### config.mk
export PLATFORM = sky130hd
export DESIGN_NAME = mmc1
export DESIGN_NICKNAME = d
export VERILOG_FILES = /design/src/rtl/mmc1.sv
export SDC_FILE = /design/constraint.sdc
export NUM_CORES = 1
export LEC_CHECK = 0
export BUFFER_PORTS_ARGS = -buffer_cell sky130_fd_sc_hd__buf_4
export CELL_PAD_IN_SITES_DETAIL_PLACEMENT = 1
export CELL_PAD_IN_SITES_GLOBAL_PLACEMENT = 2
export CORE_AREA = 2 2 146 148
export CTS_BUF_LIST = sky130_fd_sc_hd__clkbuf_8
export DETAILED_ROUTE_END_ITERATION = 16
export DIE_AREA = 0 0 148 150
export GPL_TIMING_DRIVEN = 0
export PLACE_DENSITY = 0.85
export SKIP_CTS_REPAIR_TIMING = 1
export SYNTH_ARGS = -nofsm -noshare
export SYNTH_HDL_FRONTEND = slang
export SYNTH_SLANG_ARGS = --single-unit
### constraint.sdc
create_clock -name clk -period 6.02 [get_ports clk]
set_input_delay 1.204 -clock clk [delete_from_list [all_inputs] [get_ports clk]]
set_output_delay 1.204 -clock clk [all_outputs]
set_load 0.05 [all_outputs]
### src/rtl/mmc1.sv
// MMC1 (SxROM) mapper: serial register file, PRG/CHR banking and mirroring.
// Define MMC1_RMW_FILTER_EN to ignore a serial write landing one CPU cycle after another.
module mmc1 #(
   parameter int PRG_AW = 21,
   parameter int CHR_AW = 21
) (
   input  logic              clk,
   input  logic              reset_n,
   input  logic              cputick,
   input  logic [15:0]       memaddr,
   input  logic [7:0]        memwdata,
   input  logic              memwr,
   input  logic              prgreq,
   output logic              prgack,
   output logic [7:0]        prgrdata,
   input  logic [13:0]       vmemaddr,
   input  logic [7:0]        vmemwdata,
   input  logic              vmemwr,
   input  logic              chrreq,
   output logic              chrack,
   output logic [7:0]        chrrdata,
   output logic [PRG_AW-1:0] promaddr,
   output logic              promreq,
   input  logic              promack,
   input  logic [7:0]        promdata,
   output logic [CHR_AW-1:0] cromaddr,
   output logic              cromreq,
   input  logic              cromack,
   input  logic [7:0]        cromdata,
   output logic [12:0]       chrramaddr,
   output logic [7:0]        chrramwdata,
   output logic              chrramwr,
   output logic              chrramreq,
   input  logic              chrramack,
   input  logic [7:0]        chrramrdata,
   output logic [12:0]       wramaddr,
   output logic [7:0]        wramwdata,
   output logic              wramwr,
   output logic              wramreq,
   input  logic              wramack,
   input  logic [7:0]        wramrdata,
   input  logic [127:0]      header,
   output logic [2:0]        mirr
);

   localparam logic [1:0] C_IDLE = 2'd0, C_ROM = 2'd1, C_WRAM = 2'd2, C_ACK = 2'd3;
   localparam logic [1:0] V_IDLE = 2'd0, V_CROM = 2'd1, V_CRAM = 2'd2, V_ACK = 2'd3;

`ifdef MMC1_RMW_FILTER_EN
   localparam logic RMW_FILTER = 1'b1;
`else
   localparam logic RMW_FILTER = 1'b0;
`endif

   logic [4:0]  control, chr0, chr1, prg, shift, shift_next;
   logic [1:0]  cpu_state, chr_state;
   logic        seen_wr, last_wr, reg_wr, wr_ignored;
   logic [7:0]  byte4, byte5, prg_bank;
   logic [31:0] prg_full, prg_mask, prg_addr, chr_full, chr_mask, chr_addr;
   logic        unused_bits;

   assign byte4      = header[39:32];
   assign byte5      = header[47:40];
   assign reg_wr     = (cpu_state == C_IDLE) && prgreq && memwr && memaddr[15];
   assign wr_ignored = RMW_FILTER && last_wr;
   assign shift_next = {memwdata[0], shift[4:1]};

   // NOTE: every always_comb output gets a default first so no latch is inferred.
   always_comb begin
      prg_bank = 8'h00;
      case (control[3:2])
         2'b10:   prg_bank = memaddr[14] ? {4'b0, prg[3:0]} : 8'h00;
         2'b11:   prg_bank = memaddr[14] ? byte4 - 8'd1 : {4'b0, prg[3:0]};
         default: prg_bank = {4'b0, prg[3:1], memaddr[14]};
      endcase
   end

   assign prg_full = {10'b0, prg_bank, memaddr[13:0]};
   assign prg_mask = {10'b0, byte4, 14'b0} - 32'd1;
   assign prg_addr = prg_full & prg_mask;

   always_comb begin
      chr_full = {15'b0, chr0[4:1], vmemaddr[12:0]};
      if (control[4])
         chr_full = {15'b0, (vmemaddr[12] ? chr1 : chr0), vmemaddr[11:0]};
   end

   assign chr_mask = {11'b0, byte5, 13'b0} - 32'd1;
   assign chr_addr = chr_full & chr_mask;

   always_comb begin
      mirr = 3'd2;
      case (control[1:0])
         2'd0: mirr = 3'd2;
         2'd1: mirr = 3'd3;
         2'd2: mirr = 3'd1;
         2'd3: mirr = 3'd0;
      endcase
   end

   assign unused_bits = ^{header[127:48], header[31:0], vmemaddr[13],
                          prg_addr[31:PRG_AW], chr_addr[31:CHR_AW]};

   // Tracks whether the previous CPU cycle carried a register write.
   always_ff @(posedge clk or negedge reset_n) begin
      if (!reset_n) begin
         seen_wr <= 1'b0;
         last_wr <= 1'b0;
      end else if (cputick) begin
         last_wr <= seen_wr | reg_wr;
         seen_wr <= 1'b0;
      end else if (reg_wr) begin
         seen_wr <= 1'b1;
      end
   end

   // NOTE: sequential state uses non-blocking assignments only.
   always_ff @(posedge clk or negedge reset_n) begin
      if (!reset_n) begin
         cpu_state <= C_IDLE;
         control   <= 5'h0C;
         chr0      <= 5'h00;
         chr1      <= 5'h00;
         prg       <= 5'h00;
         shift     <= 5'b10000;
         prgack    <= 1'b0;
         prgrdata  <= 8'h00;
         promaddr  <= '0;
         promreq   <= 1'b0;
         wramaddr  <= 13'h0;
         wramwdata <= 8'h00;
         wramwr    <= 1'b0;
         wramreq   <= 1'b0;
      end else begin
         case (cpu_state)
            C_IDLE: if (prgreq) begin
               if (memwr && memaddr[15]) begin
                  if (!wr_ignored) begin
                     if (memwdata[7]) begin
                        shift   <= 5'b10000;
                        control <= control | 5'h0C;
                     end else if (shift[0]) begin
                        case (memaddr[14:13])
                           2'd0: control <= shift_next;
                           2'd1: chr0    <= shift_next;
                           2'd2: chr1    <= shift_next;
                           2'd3: prg     <= shift_next;
                        endcase
                        shift <= 5'b10000;
                     end else begin
                        shift <= shift_next;
                     end
                  end
                  prgack    <= 1'b1;
                  cpu_state <= C_ACK;
               end else if (memaddr[15]) begin
                  promaddr  <= prg_addr[PRG_AW-1:0];
                  promreq   <= 1'b1;
                  cpu_state <= C_ROM;
               end else if (memaddr[14:13] == 2'b11 && !prg[4]) begin
                  wramaddr  <= memaddr[12:0];
                  wramwdata <= memwdata;
                  wramwr    <= memwr;
                  wramreq   <= 1'b1;
                  cpu_state <= C_WRAM;
               end else begin
                  // Open bus and disabled work RAM answer immediately.
                  prgrdata  <= 8'hFF;
                  prgack    <= 1'b1;
                  cpu_state <= C_ACK;
               end
            end
            C_ROM: if (promack) begin
               promreq   <= 1'b0;
               prgrdata  <= promdata;
               prgack    <= 1'b1;
               cpu_state <= C_ACK;
            end
            C_WRAM: if (wramack) begin
               wramreq   <= 1'b0;
               wramwr    <= 1'b0;
               prgrdata  <= wramrdata;
               prgack    <= 1'b1;
               cpu_state <= C_ACK;
            end
            default: begin
               prgack    <= 1'b0;
               cpu_state <= C_IDLE;
            end
         endcase
      end
   end

   always_ff @(posedge clk or negedge reset_n) begin
      if (!reset_n) begin
         chr_state   <= V_IDLE;
         chrack      <= 1'b0;
         chrrdata    <= 8'h00;
         cromaddr    <= '0;
         cromreq     <= 1'b0;
         chrramaddr  <= 13'h0;
         chrramwdata <= 8'h00;
         chrramwr    <= 1'b0;
         chrramreq   <= 1'b0;
      end else begin
         case (chr_state)
            V_IDLE: if (chrreq) begin
               if (byte5 != 8'h00) begin
                  if (vmemwr) begin
                     chrack    <= 1'b1;
                     chr_state <= V_ACK;
                  end else begin
                     cromaddr  <= chr_addr[CHR_AW-1:0];
                     cromreq   <= 1'b1;
                     chr_state <= V_CROM;
                  end
               end else begin
                  chrramaddr  <= chr_full[12:0];
                  chrramwdata <= vmemwdata;
                  chrramwr    <= vmemwr;
                  chrramreq   <= 1'b1;
                  chr_state   <= V_CRAM;
               end
            end
            V_CROM: if (cromack) begin
               cromreq   <= 1'b0;
               chrrdata  <= cromdata;
               chrack    <= 1'b1;
               chr_state <= V_ACK;
            end
            V_CRAM: if (chrramack) begin
               chrramreq <= 1'b0;
               chrramwr  <= 1'b0;
               chrrdata  <= chrramrdata;
               chrack    <= 1'b1;
               chr_state <= V_ACK;
            end
            default: begin
               chrack    <= 1'b0;
               chr_state <= V_IDLE;
            end
         endcase
      end
   end

endmodule

==> summary.txt, run 1 <==
Min path
  • Min-delay src: cromaddr[15]$_DFFE_PN0P_
  • Min-Delay Path Class: register to register
  • WHS Path Cells: 2
  • Hold endpoint: cromaddr[15]$_DFFE_PN0P_

Final layout
  • Fin area: 0.00844 sq mm
  • Layout cells sized above 1: 47.3%
  • Area growth from synthesis to layout: 38.2%
  • Final Net Count: 967
  • Filler cell count: 2,316
  • ANT cells: 0

CTS
  • CTS Buf Count: 17
  • Clock Tree Buf Depth: 2
  • CTS tree: yes
  • Root buffer cell: clkbuf_8
  • Worst-path clk slew: 0.08 ns
  • H-tree depth: 4
  • CTS Sinks: 133
  • Skew-Pair Late Insertion Delay: 0.44 ns

Timing
  • Max frequency: 366 MHz
  • Setup TNS: 0 ns
  • Min cycle time layout: 2.74 ns
  • Worst-Margin Slew: 0.703 ns
  • Worst Skew: 0.0135 ns
  • Tcrit/Tclk final: 45.4%
  • RSZ-0062 raised after global routing: false
  • Worst slew margin: 53.1%
  • Fin. Hold Viols: 0
  • Fin. max-slew vios: 0
  • # setup viols final: 0

Critical path
  • Critical R2R Launch: cpu_state[0]$_DFFE_PN0P_
  • FF-to-FF setup slack: 3.78 ns
  • CP Data Required Time: 4.82 ns
  • Buf/Inv on CP: 2
  • Worst r2r path cells: 7
  • Reg-to-reg endpoint: prgrdata[0]$_DFFE_PN0P_
  • Class of the most critical setup path: register to primary output
  • Startpoint Class: register
  • Slowest stage delay, CP: 0.39 ns
  • Family with the most delay on the worst path: flip-flops
  • Max FO, Critical Path: 3
  • Setup crit end kind: primary output
  • Crit path DAT: 1.53 ns
  • Crit-path cells: inv_1 -> ha_1 -> or2_2 -> buf_4
  • Critical path's slowest cell: dfrtp_1

Drt
  • DR WL/cell: 16.3 um
  • 1st-pass router iterations: 4
  • Final ANT Viol Nets: 0
  • Vias/cell: 4.55
  • Post-route DRC: 0
  • Vias: 4,660
  • Post-Route WL: 16.7 mm
  • DRT iter0 DRCs: 164

Power
  • Worst VDD drop: 256 uV
  • Pleak: 0.00428 uW
  • Power density cells: 492 mW/mm^2

Global routing
  • First-pass GRT wire length: 26.9 mm
  • Vias in the first global route: 4,921
  • GRT Total Usage: 15.5%
  • Largest net degree at the start of global routing: 72
  • Total congestion overflow: 0
  • Initial antenna violation count: 0

Placed design
  • RD Place Congestion: 0.728
  • HPWL reported at the end of detailed placement: 12.7 mm
  • IO Port Bufs: 207
  • Area after DPL: 0.00805 sq mm

Floorplan
  • Core area: 0.0207 sq mm
  • Starting Density: 29.5%
  • Die Width: 148 um
  • Rows: 53
  • Ports: 328
  • Die area: 0.0222 sq mm
  • Die Ht: 150 um

Logic synthesis
  • Post-synthesis async set-or-reset flop share: 100%
  • Synth top area share: 53.3%
  • Number of enable flip-flop cells after synthesis: 0
  • Library cells used by synthesis: 50
  • Cells after Synth: 506
  • #FFs+latches synth: 133
  • Largest area contributor in the netlist: dfrtp_1
  • Mean Syn Cell Area: 12.1 sq um
  • Synthesis warning total: 0
  • Synth top area cells: dfrtp_1 53%, mux2_2 11%, mux2_4 5.4%, nand2_1 5.4%, ha_1 2.7%
  • Syn Std Cell Area: 0.00610 sq mm
  • Post-synthesis sequential area ratio: 54.6%
  • Top FF cell, synth: dfrtp_1

Run status
  • Status: finished, final reports clean

Job
  • Max Cap Violations: 0
[worst max path at each step]
stage / from / to / slack [ns] / cells past startpoint
CTS: control[0]$_DFFE_PN0P_ / mirr[1] / 3.23 / 4
global placement: header[40] / cromaddr[0]$_DFFE_PN0P_ / 2.99 / 8
global route: control[0]$_DFFE_PN0P_ / mirr[1] / 3.15 / 4
finish: control[0]$_DFFE_PN0P_ / mirr[1] / 3.28 / 4
floorplan: header[40] / chrramaddr[0]$_DFFE_PN0P_ / 3.35 / 7
detailed placement: header[40] / cromaddr[0]$_DFFE_PN0P_ / 2.93 / 8
[synth_stat cells, types with 4 or more instances]
library cell  number
dfrtp_1          130
o41ai_1            4
inv_1             18
mux2_2            61
o22a_1             4
mux2_4            22
o31ai_1           10
nor3_1             5
xnor2_1            4
nand2b_1           6
o21ai_0           19
nor2_1            12
mux2i_1           11
a21oi_1           15
ha_1              13
nand3_1            7
clkbuf_1           8
buf_4              8
buf_2              5
nand2_1           88
a22oi_1           11
[tightest hold or removal path, cell delays in order (launching register included)]
cell	delay, ns
dfrtp_1	0.35
nand2_1	0.05
o41ai_1	0.05
[layout make-up]
cell class                      instances  area, sq um  area share, %
Clock inverter                         15          155           1.84
Multi-Input combinational cell        334         2560           30.4
Clock buffer                           17          234           2.77
Sequential cell                       133         3330           39.5
Tap cell                              275          344           4.08
Timing Repair Buffer                  208         1590           18.8
Buffer                                 25          153           1.81
Inverter                               18         67.6          0.801
[power breakdown]
part	internal, uW	total [uW]	switching, uW
registers	1160	1330	165
clock network	370	757	387
logic	686	2070	1380
total	2220	4150	1930
[cell families (layout without fill, tap and decap cells)]
| kind of cell | after synthesis | count (layout) | share of synthesized area, % |
|---|---|---|---|
| and+or+nand+nor | 138 | 138 | 11.0 |
| buffers and inverters | 43 | 283 | 3.61 |
| other | 1 | 5 | 0.0615 |
| adders and majority gates | 13 | 13 | 2.67 |
| xor gates and xnor gates | 7 | 7 | 1.00 |
| AOI/OAI and AO/OA | 77 | 77 | 8.61 |
| muxes | 94 | 94 | 18.5 |
| DFF | 133 | 133 | 54.6 |
[flip-flops by register name, summed over array words and instances, names as in the netlist, 2 cells and up]
register and flops:
cromaddr 17, prgrdata 8, wramwdata 8, shift 5
chr_state 2, control 5, promaddr 21, chrramwdata 8
chrrdata 8, chr1 5, prg 5, chr0 5
chrramaddr 13, wramaddr 13, cpu_state 2
[per-layer routing]
metal	track usage [%]	wire length (um)	vias to the layer above
li1	-	-	2214
met1	20.0	7380	2304
met2	24.8	8020	126
met3	4.94	1100	16
met4	5.00	235	0
met5	0	0	-
[layout by cell type, fill, tap and decap left out, drive strengths merged, types with 5 or more instances in the layout]
| cell type | synthesis | routed |
|---|---|---|
| dfrtp | 130 | 130 |
| nor3 | 5 | 5 |
| o31ai | 10 | 10 |
| nor2 | 13 | 13 |
| mux2 | 83 | 83 |
| ha | 13 | 13 |
| inv | 18 | 22 |
| buf | 17 | 225 |
| a21oi | 16 | 16 |
| nand2b | 6 | 6 |
| nand3 | 7 | 7 |
| conb | 1 | 5 |
| mux2i | 11 | 11 |
| clkinv | 0 | 7 |
| o21ai | 19 | 19 |
| a22oi | 11 | 11 |
| clkbuf | 8 | 25 |
| nand2 | 89 | 89 |
[metrics by stage]
step	utilization, %	std cells	setup WS (ns)	power (uW)	hold slack (ns)
after CTS	40.8	1025	3.23	4220	0.489
after global routing	40.8	1025	3.15	4410	0.510
final	40.8	1025	3.28	4150	0.480
after global placement	38.7	992	2.99	3400	0.460
after floorplan	-	510	3.35	2750	0.480
after detailed placement	38.9	993	2.93	3440	0.467
Power figures use the tool's default switching activity.
==> run 2, diff against run 1 <==
Settings changed: CORE_AREA 2 2 146 148 to 2 2 160 162, DIE_AREA 0 0 148 150 to 0 0 162 164, PLACE_DENSITY 0.85 to 0.75.
Clock period 6.02 ns to 2.36 ns, I/O delays scaled along.
==> run 2 against run 1 <==
Against the previous run:
- global-route usage is 2.5 points lower
- final cell count is 5.6% higher
- utilization is 6.2 points lower
==> summary.txt, run 2 (synthesized netlist as in run 1, its figures left out) <==
CTS
  • H-tree depth: 4 (unchanged)
  • CTS Sinks: 133 (unchanged)
  • Clock Tree Buf Depth: 2 (unchanged)
  • CTS Buf Count: 17 (unchanged)
  • CTS tree: yes
  • Worst-path clk slew: 0.10 ns (+0.02 ns)
  • Root buffer cell: clkbuf_8
  • Skew-Pair Late Insertion Delay: 0.43 ns (about the same)

Critical path
  • Crit-path cells: inv_1 -> ha_1 -> buf_2 -> inv_1 -> o221ai_1 -> a21oi_4 -> buf_4 -> mux2_2
  • Startpoint Class: register
  • CP most frequent cell: inv_1
  • Slowest stage delay, CP: 0.61 ns (+0.22 ns)
  • Max FO, Critical Path: 9 (+6)
  • Critical path's slowest cell: o221ai_1
  • CP Data Required Time: 2.67 ns (-2.15 ns)
  • Setup crit end kind: register
  • Crit path DAT: 2.52 ns (+0.99 ns)
  • Class of the most critical setup path: register to register

Timing
  • Fin. max-slew vios: 0 (unchanged)
  • Worst Skew: 0.0141 ns (+0.000581 ns)
  • Tcrit/Tclk final: 93.3%
  • Min cycle time layout: 2.20 ns
  • Fin. Hold Viols: 0 (unchanged)
  • Setup TNS: 0 ns (unchanged)
  • Worst hold margin: 0.0233 ns (-0.456 ns)
  • RSZ-0062 raised after global routing: false
  • Worst-Margin Slew: 0.746 ns (+0.0435 ns)
  • # setup viols final: 0 (unchanged)
  • Worst slew margin: 50.2% (-2.9 points)
  • Max frequency: 454 MHz
  • Fin worst setup slack: 0.157 ns (-3.13 ns)

Final layout
  • Area growth from synthesis to layout: 40.8%
  • Layout cells sized above 1: 47.6% (+0.27 points)
  • Commonest cells after routing, fill and taps aside: 216 x buf_4, 130 x dfrtp_1, 88 x nand2_1
  • Biggest regs: promaddr x21, cromaddr x17
  • Top reg by flops: promaddr
  • ANT cells: 0 (unchanged)
  • Commonest non-fill, non-tap cell in the layout: buf_4
  • Filler cell count: 2,756 (+19%)
  • Final Net Count: 969 (+0.21%)
  • Largest register FFs: 21 (unchanged)
  • Fin area: 0.00859 sq mm (+1.8%)

Global routing
  • Largest net degree at the start of global routing: 70 (-2.8%)
  • First-pass GRT wire length: 27.2 mm (+1.4%)
  • Initial antenna violation count: 0 (unchanged)
  • Vias in the first global route: 5,009 (+1.8%)
  • Total congestion overflow: 0 (unchanged)
  • GRT Total Usage: 13.0% (-2.5 points)

Power
  • Total power draw: 10,900 uW (+160%)
  • Power density cells: 1270 mW/mm^2 (+160%)
  • Worst VDD drop: 658 uV (+160%)
  • Pleak: 0.00431 uW (+0.67%)

Placed design
  • Post-Place Worst Slack: -0.0253 ns (-2.96 ns)
  • HPWL reported at the end of detailed placement: 12.8 mm (+0.84%)
  • Area after DPL: 0.00812 sq mm (+0.86%)
  • RD Place Congestion: 0.709 (-2.5%)
  • IO Port Bufs: 207 (unchanged)

Job
  • Max Cap Violations: 0 (unchanged)

Drt
  • Post-Route WL: 17.0 mm (+1.6%)
  • Final ANT Viol Nets: 0 (unchanged)
  • DRT iter0 DRCs: 164 (unchanged)
  • DR WL/cell: 15.7 um (-3.8%)
  • Vias: 4,610 (-1.1%)
  • Post-route DRC: 0 (unchanged)
  • 1st-pass router iterations: 4 (unchanged)
  • Vias/cell: 4.26 (-6.3%)

Run status
  • Status: finished, final reports clean

Floorplan
  • Starting Density: 24.6% (-4.9 points)
  • Die Ht: 164 um (+9.3%)
  • Core area: 0.0248 sq mm (+20%)
  • Ports: 328 (unchanged)
  • Die area: 0.0266 sq mm (+20%)
  • Rows: 58 (+9.4%)
  • Die Width: 162 um (+9.5%)

Min path
  • Min-Delay Path Class: input pin to async pin
-- run 2: cell count changes in the layout (fill, tap and decap cells not counted), sizes merged --
cell | previous run | this run
clkinvlp | 2 | 3
inv | 22 | 23
clkinv | 7 | 3
bufinv | 2 | 4
buf | 225 | 227
-- run 2: layout make-up --
class	count	area (sq um)	share of cell area (%)
repair buffers	210	1600	18.6
multi-input cells	334	2590	30.1
clock buffers	17	234	2.72
plain buffers	25	153	1.78
inverters	18	67.6	0.786
well taps	330	413	4.81
flip-flops and latches	133	3330	38.8
clock inverters	15	204	2.37
-- run 2: power by group --
| part | internal, uW | switching (uW) | leakage (uW) |
|---|---|---|---|
| Clock | 1160 | 982 | 0.000215 |
| Combinational | 1800 | 3580 | 0.00239 |
| Sequential | 2970 | 414 | 0.00170 |
-- run 2: final timing paths --
path                                     startpoint  slack, ns  cells after the start                        end
setup / recovery           cpu_state[1]$_DFFE_PN0P_       0.16                      8    prgrdata[5]$_DFFE_PN0P_
hold / removal                              reset_n       0.02                      1  chrramaddr[0]$_DFFE_PN0P_
setup reg to reg           cpu_state[1]$_DFFE_PN0P_       0.16                      8    prgrdata[5]$_DFFE_PN0P_
hold reg to reg            promaddr[16]$_DFFE_PN0P_       0.48                      2   promaddr[16]$_DFFE_PN0P_
max in group asynchronous                   reset_n       1.49                      2       shift[4]$_DFFE_PN1P_
min in group clk                            cromack       0.23                      2        cromreq$_DFFE_PN0P_
-- run 2: metal layers --
layer / track usage, % / wire, um
met5: 0 / 0
met1: 16.7 / 7550
met4: 3.58 / 225
met3: 3.79 / 883
met2: 21.5 / 8350
-- run 2: stage by stage --
stage / cells / utilization (%)
after floorplan: 510 / -
final: 1082 / 34.6
after CTS: 1080 / 34.5
after detailed placement: 1048 / 32.7
after global routing: 1082 / 34.6
after global placement: 1047 / 32.6
-- run 2: critical path: cells and delay by family, from the launching register on --
family,cells,cell delay (ns)
buf+inv,4,0.62
compound gates,2,0.65
flops,1,0.43
mux,1,0.27
fa+ha+maj,1,0.13
==> run 3, diff against run 2 <==
Settings changed: BUFFER_PORTS_ARGS -buffer_cell sky130_fd_sc_hd__buf_4 to default, CORE_AREA 2 2 160 162 to 2 2 136 138, DIE_AREA 0 0 162 164 to 0 0 138 140, DONT_BUFFER_PORTS from default to 1, PLACE_DENSITY 0.75 to 0.73.
==> run 3 against run 2 <==
Against the previous run:
- the flow now finishes with violations (hold timing)
- clock skew grew 0.0047 ns
- global-route usage grew 3.1 points
- worst setup slack worse by 0.00058 ns
- die area is 27% lower
- utilization is 3.8 points higher
- total power is 13% lower
- first-iteration DRC count shrank 12%
- fmax barely moved
- routed wire length down 11%
- critical path type unchanged
==> summary.txt, run 3 (synthesized netlist as in run 1, its figures left out) <==
Timing
  • Tcrit/Tclk final: 93.4% (about the same)
  • Worst hold margin: -0.282 ns (-0.306 ns)
  • Max frequency: 454 MHz (about the same)
  • Min cycle time layout: 2.20 ns (+0.000578 ns)
  • Setup TNS: 0 ns (unchanged)
  • Fin. Hold Viols: 133 (+133)
  • Worst slew margin: 50.3% (about the same)
  • Worst Skew: 0.0189 ns (+0.00474 ns)
  • Fin worst setup slack: 0.156 ns (-0.000578 ns)
  • # setup viols final: 0 (unchanged)
  • Worst-Margin Slew: 0.746 ns (-0.000501 ns)
  • Fin. max-slew vios: 0 (unchanged)

Final layout
  • Biggest regs: promaddr x21, cromaddr x17
  • Commonest non-fill, non-tap cell in the layout: dfrtp_1
  • Layout cells sized above 1: 27.4% (-20 points)
  • ANT cells: 0 (unchanged)
  • Area growth from synthesis to layout: 11.8%
  • Fin area: 0.00682 sq mm (-21%)
  • Commonest cells after routing, fill and taps aside: 130 x dfrtp_1, 88 x nand2_1, 61 x mux2_2
  • Final Net Count: 760 (-22%)
  • Filler cell count: 1,938 (-30%)
  • Largest register FFs: 21 (unchanged)
  • Top reg by flops: promaddr

CTS
  • CTS Buf Count: 17 (unchanged)
  • Worst-path clk slew: 0.09 ns (about the same)
  • H-tree depth: 4 (unchanged)
  • Root buffer cell: clkbuf_8
  • CTS tree: yes
  • Skew-Pair Late Insertion Delay: 0.44 ns (about the same)
  • Clock Tree Buf Depth: 2 (unchanged)
  • CTS Sinks: 133 (unchanged)

Placed design
  • Post-Place Worst Slack: 0.0945 ns (+0.120 ns)
  • Area after DPL: 0.00640 sq mm (-21%)
  • RD Place Congestion: 0.805 (+13%)
  • HPWL reported at the end of detailed placement: 11.2 mm (-12%)
  • IO Port Bufs: 0 (-100%)

Power
  • Pleak: 0.00324 uW (-25%)
  • Power density cells: 1390 mW/mm^2 (+9.7%)
  • Total power draw: 9500 uW (-13%)
  • Worst VDD drop: 597 uV (-9.2%)

Global routing
  • GRT Total Usage: 16.1% (+3.1 points)
  • Total congestion overflow: 0 (unchanged)
  • Initial antenna violation count: 0 (unchanged)
  • First-pass GRT wire length: 24.7 mm (-9.3%)
  • Largest net degree at the start of global routing: 134 (+91%)
  • Vias in the first global route: 4,404 (-12%)

Drt
  • Post-Route WL: 15.2 mm (-11%)
  • 1st-pass router iterations: 4 (unchanged)
  • Vias: 3,943 (-14%)
  • Final ANT Viol Nets: 0 (unchanged)
  • DR WL/cell: 19.6 um (+25%)
  • Vias/cell: 5.11 (+20%)
  • Post-route DRC: 0 (unchanged)
  • DRT iter0 DRCs: 144 (-12%)

Run status
  • Failing checks: hold timing
  • Status: complete, but fails checks

Critical path
  • CP Data Required Time: 2.69 ns (+0.02 ns)
  • Crit path DAT: 2.53 ns (about the same)
  • CP most frequent cell: inv_1
  • Family with the most delay on the worst path: compound AO/OA/AOI/OAI gates
  • Max FO, Critical Path: 9 (unchanged)
  • Slowest stage delay, CP: 0.61 ns (about the same)
  • Critical path's slowest cell: o221ai_1
  • Startpoint Class: register
  • Crit-path cells: inv_1 -> ha_1 -> buf_2 -> inv_1 -> o221ai_1 -> a21oi_4 -> buf_12 -> mux2_2
  • Class of the most critical setup path: register to register
  • Buf/Inv on CP: 4 (unchanged)
  • Critical path depth: 8 (unchanged)
  • Setup crit end kind: register
  • Worst r2r path cells: 8 (unchanged)

Floorplan
  • Starting Density: 34.3% (+9.7 points)
  • Rows: 49 (-16%)
  • Die Width: 138 um (-15%)
  • Ports: 328 (unchanged)
  • Die Ht: 140 um (-15%)
  • Die area: 0.0193 sq mm (-27%)
  • Core area: 0.0178 sq mm (-28%)

Job
  • Max Cap Violations: 0 (unchanged)

Min path
  • Min-Delay Path Class: input pin to async pin
[run 3: cell types whose count changed in the layout (fill, tap and decap cells not counted), sizes merged]
cell	before	now
bufinv	4	2
inv	23	22
clkinvlp	3	5
buf	227	18
clkinv	3	4
[run 3: final timing paths]
kind                                          start  slack (ns)                         end
setup reg to reg           cpu_state[1]$_DFFE_PN0P_        0.16     prgrdata[7]$_DFFE_PN0P_
max in group asynchronous                   reset_n        2.37        shift[4]$_DFFE_PN1P_
hold / removal                              reset_n       -0.28  chrramaddr[10]$_DFFE_PN0P_
min in group clk                         header[32]        0.13    promaddr[14]$_DFFE_PN0P_
setup / recovery           cpu_state[1]$_DFFE_PN0P_        0.16     prgrdata[7]$_DFFE_PN0P_
hold reg to reg                 chr1[1]$_DFFE_PN0P_        0.52         chr1[1]$_DFFE_PN0P_
[run 3: worst reg2reg max path, stage by stage, from the launching register on]
cell      delay [ns]
dfrtp_1         0.44
inv_1           0.10
ha_1            0.15
buf_2           0.20
inv_1           0.09
o221ai_1        0.61
a21oi_4         0.06
buf_12          0.18
mux2_2          0.27
[run 3: layout make-up]
cell class / instances / area, sq um / area share, %
buffer: 25 / 153 / 2.24
clock inverter: 15 / 155 / 2.27
timing repair buffer: 1 / 20.0 / 0.293
multi-input combinational: 334 / 2570 / 37.7
sequential: 133 / 3330 / 48.8
clock buffer: 17 / 234 / 3.43
tap: 229 / 287 / 4.20
inverter: 18 / 67.6 / 0.990
[run 3: stage by stage]
step,util (%),instances,hold slack (ns)
final,38.4,772,-0.282
after global routing,38.4,772,-0.327
after CTS,38.2,771,-0.332
after detailed placement,36.0,739,0.179
after global placement,36.0,739,0.179
after floorplan,-,510,0.176
[run 3: layer usage]
metal  up-vias  wire length, um  part of all wire [%]  track usage, %
met5         -                0                     0               0
met4         0              212                   1.4            5.64
met3        14             1360                   9.0            6.70
met2       153             7090                    47            25.3
met1      1970             6500                    43            20.0
li1       1806                -                     -               -
[run 3: report_power, final]
part | internal (uW) | total (uW) | leakage, uW | switching [uW]
clock | 942 | 1900 | 0.000186 | 954
combinational | 948 | 1960 | 0.00135 | 1010
sequential | 2920 | 5640 | 0.00170 | 2720
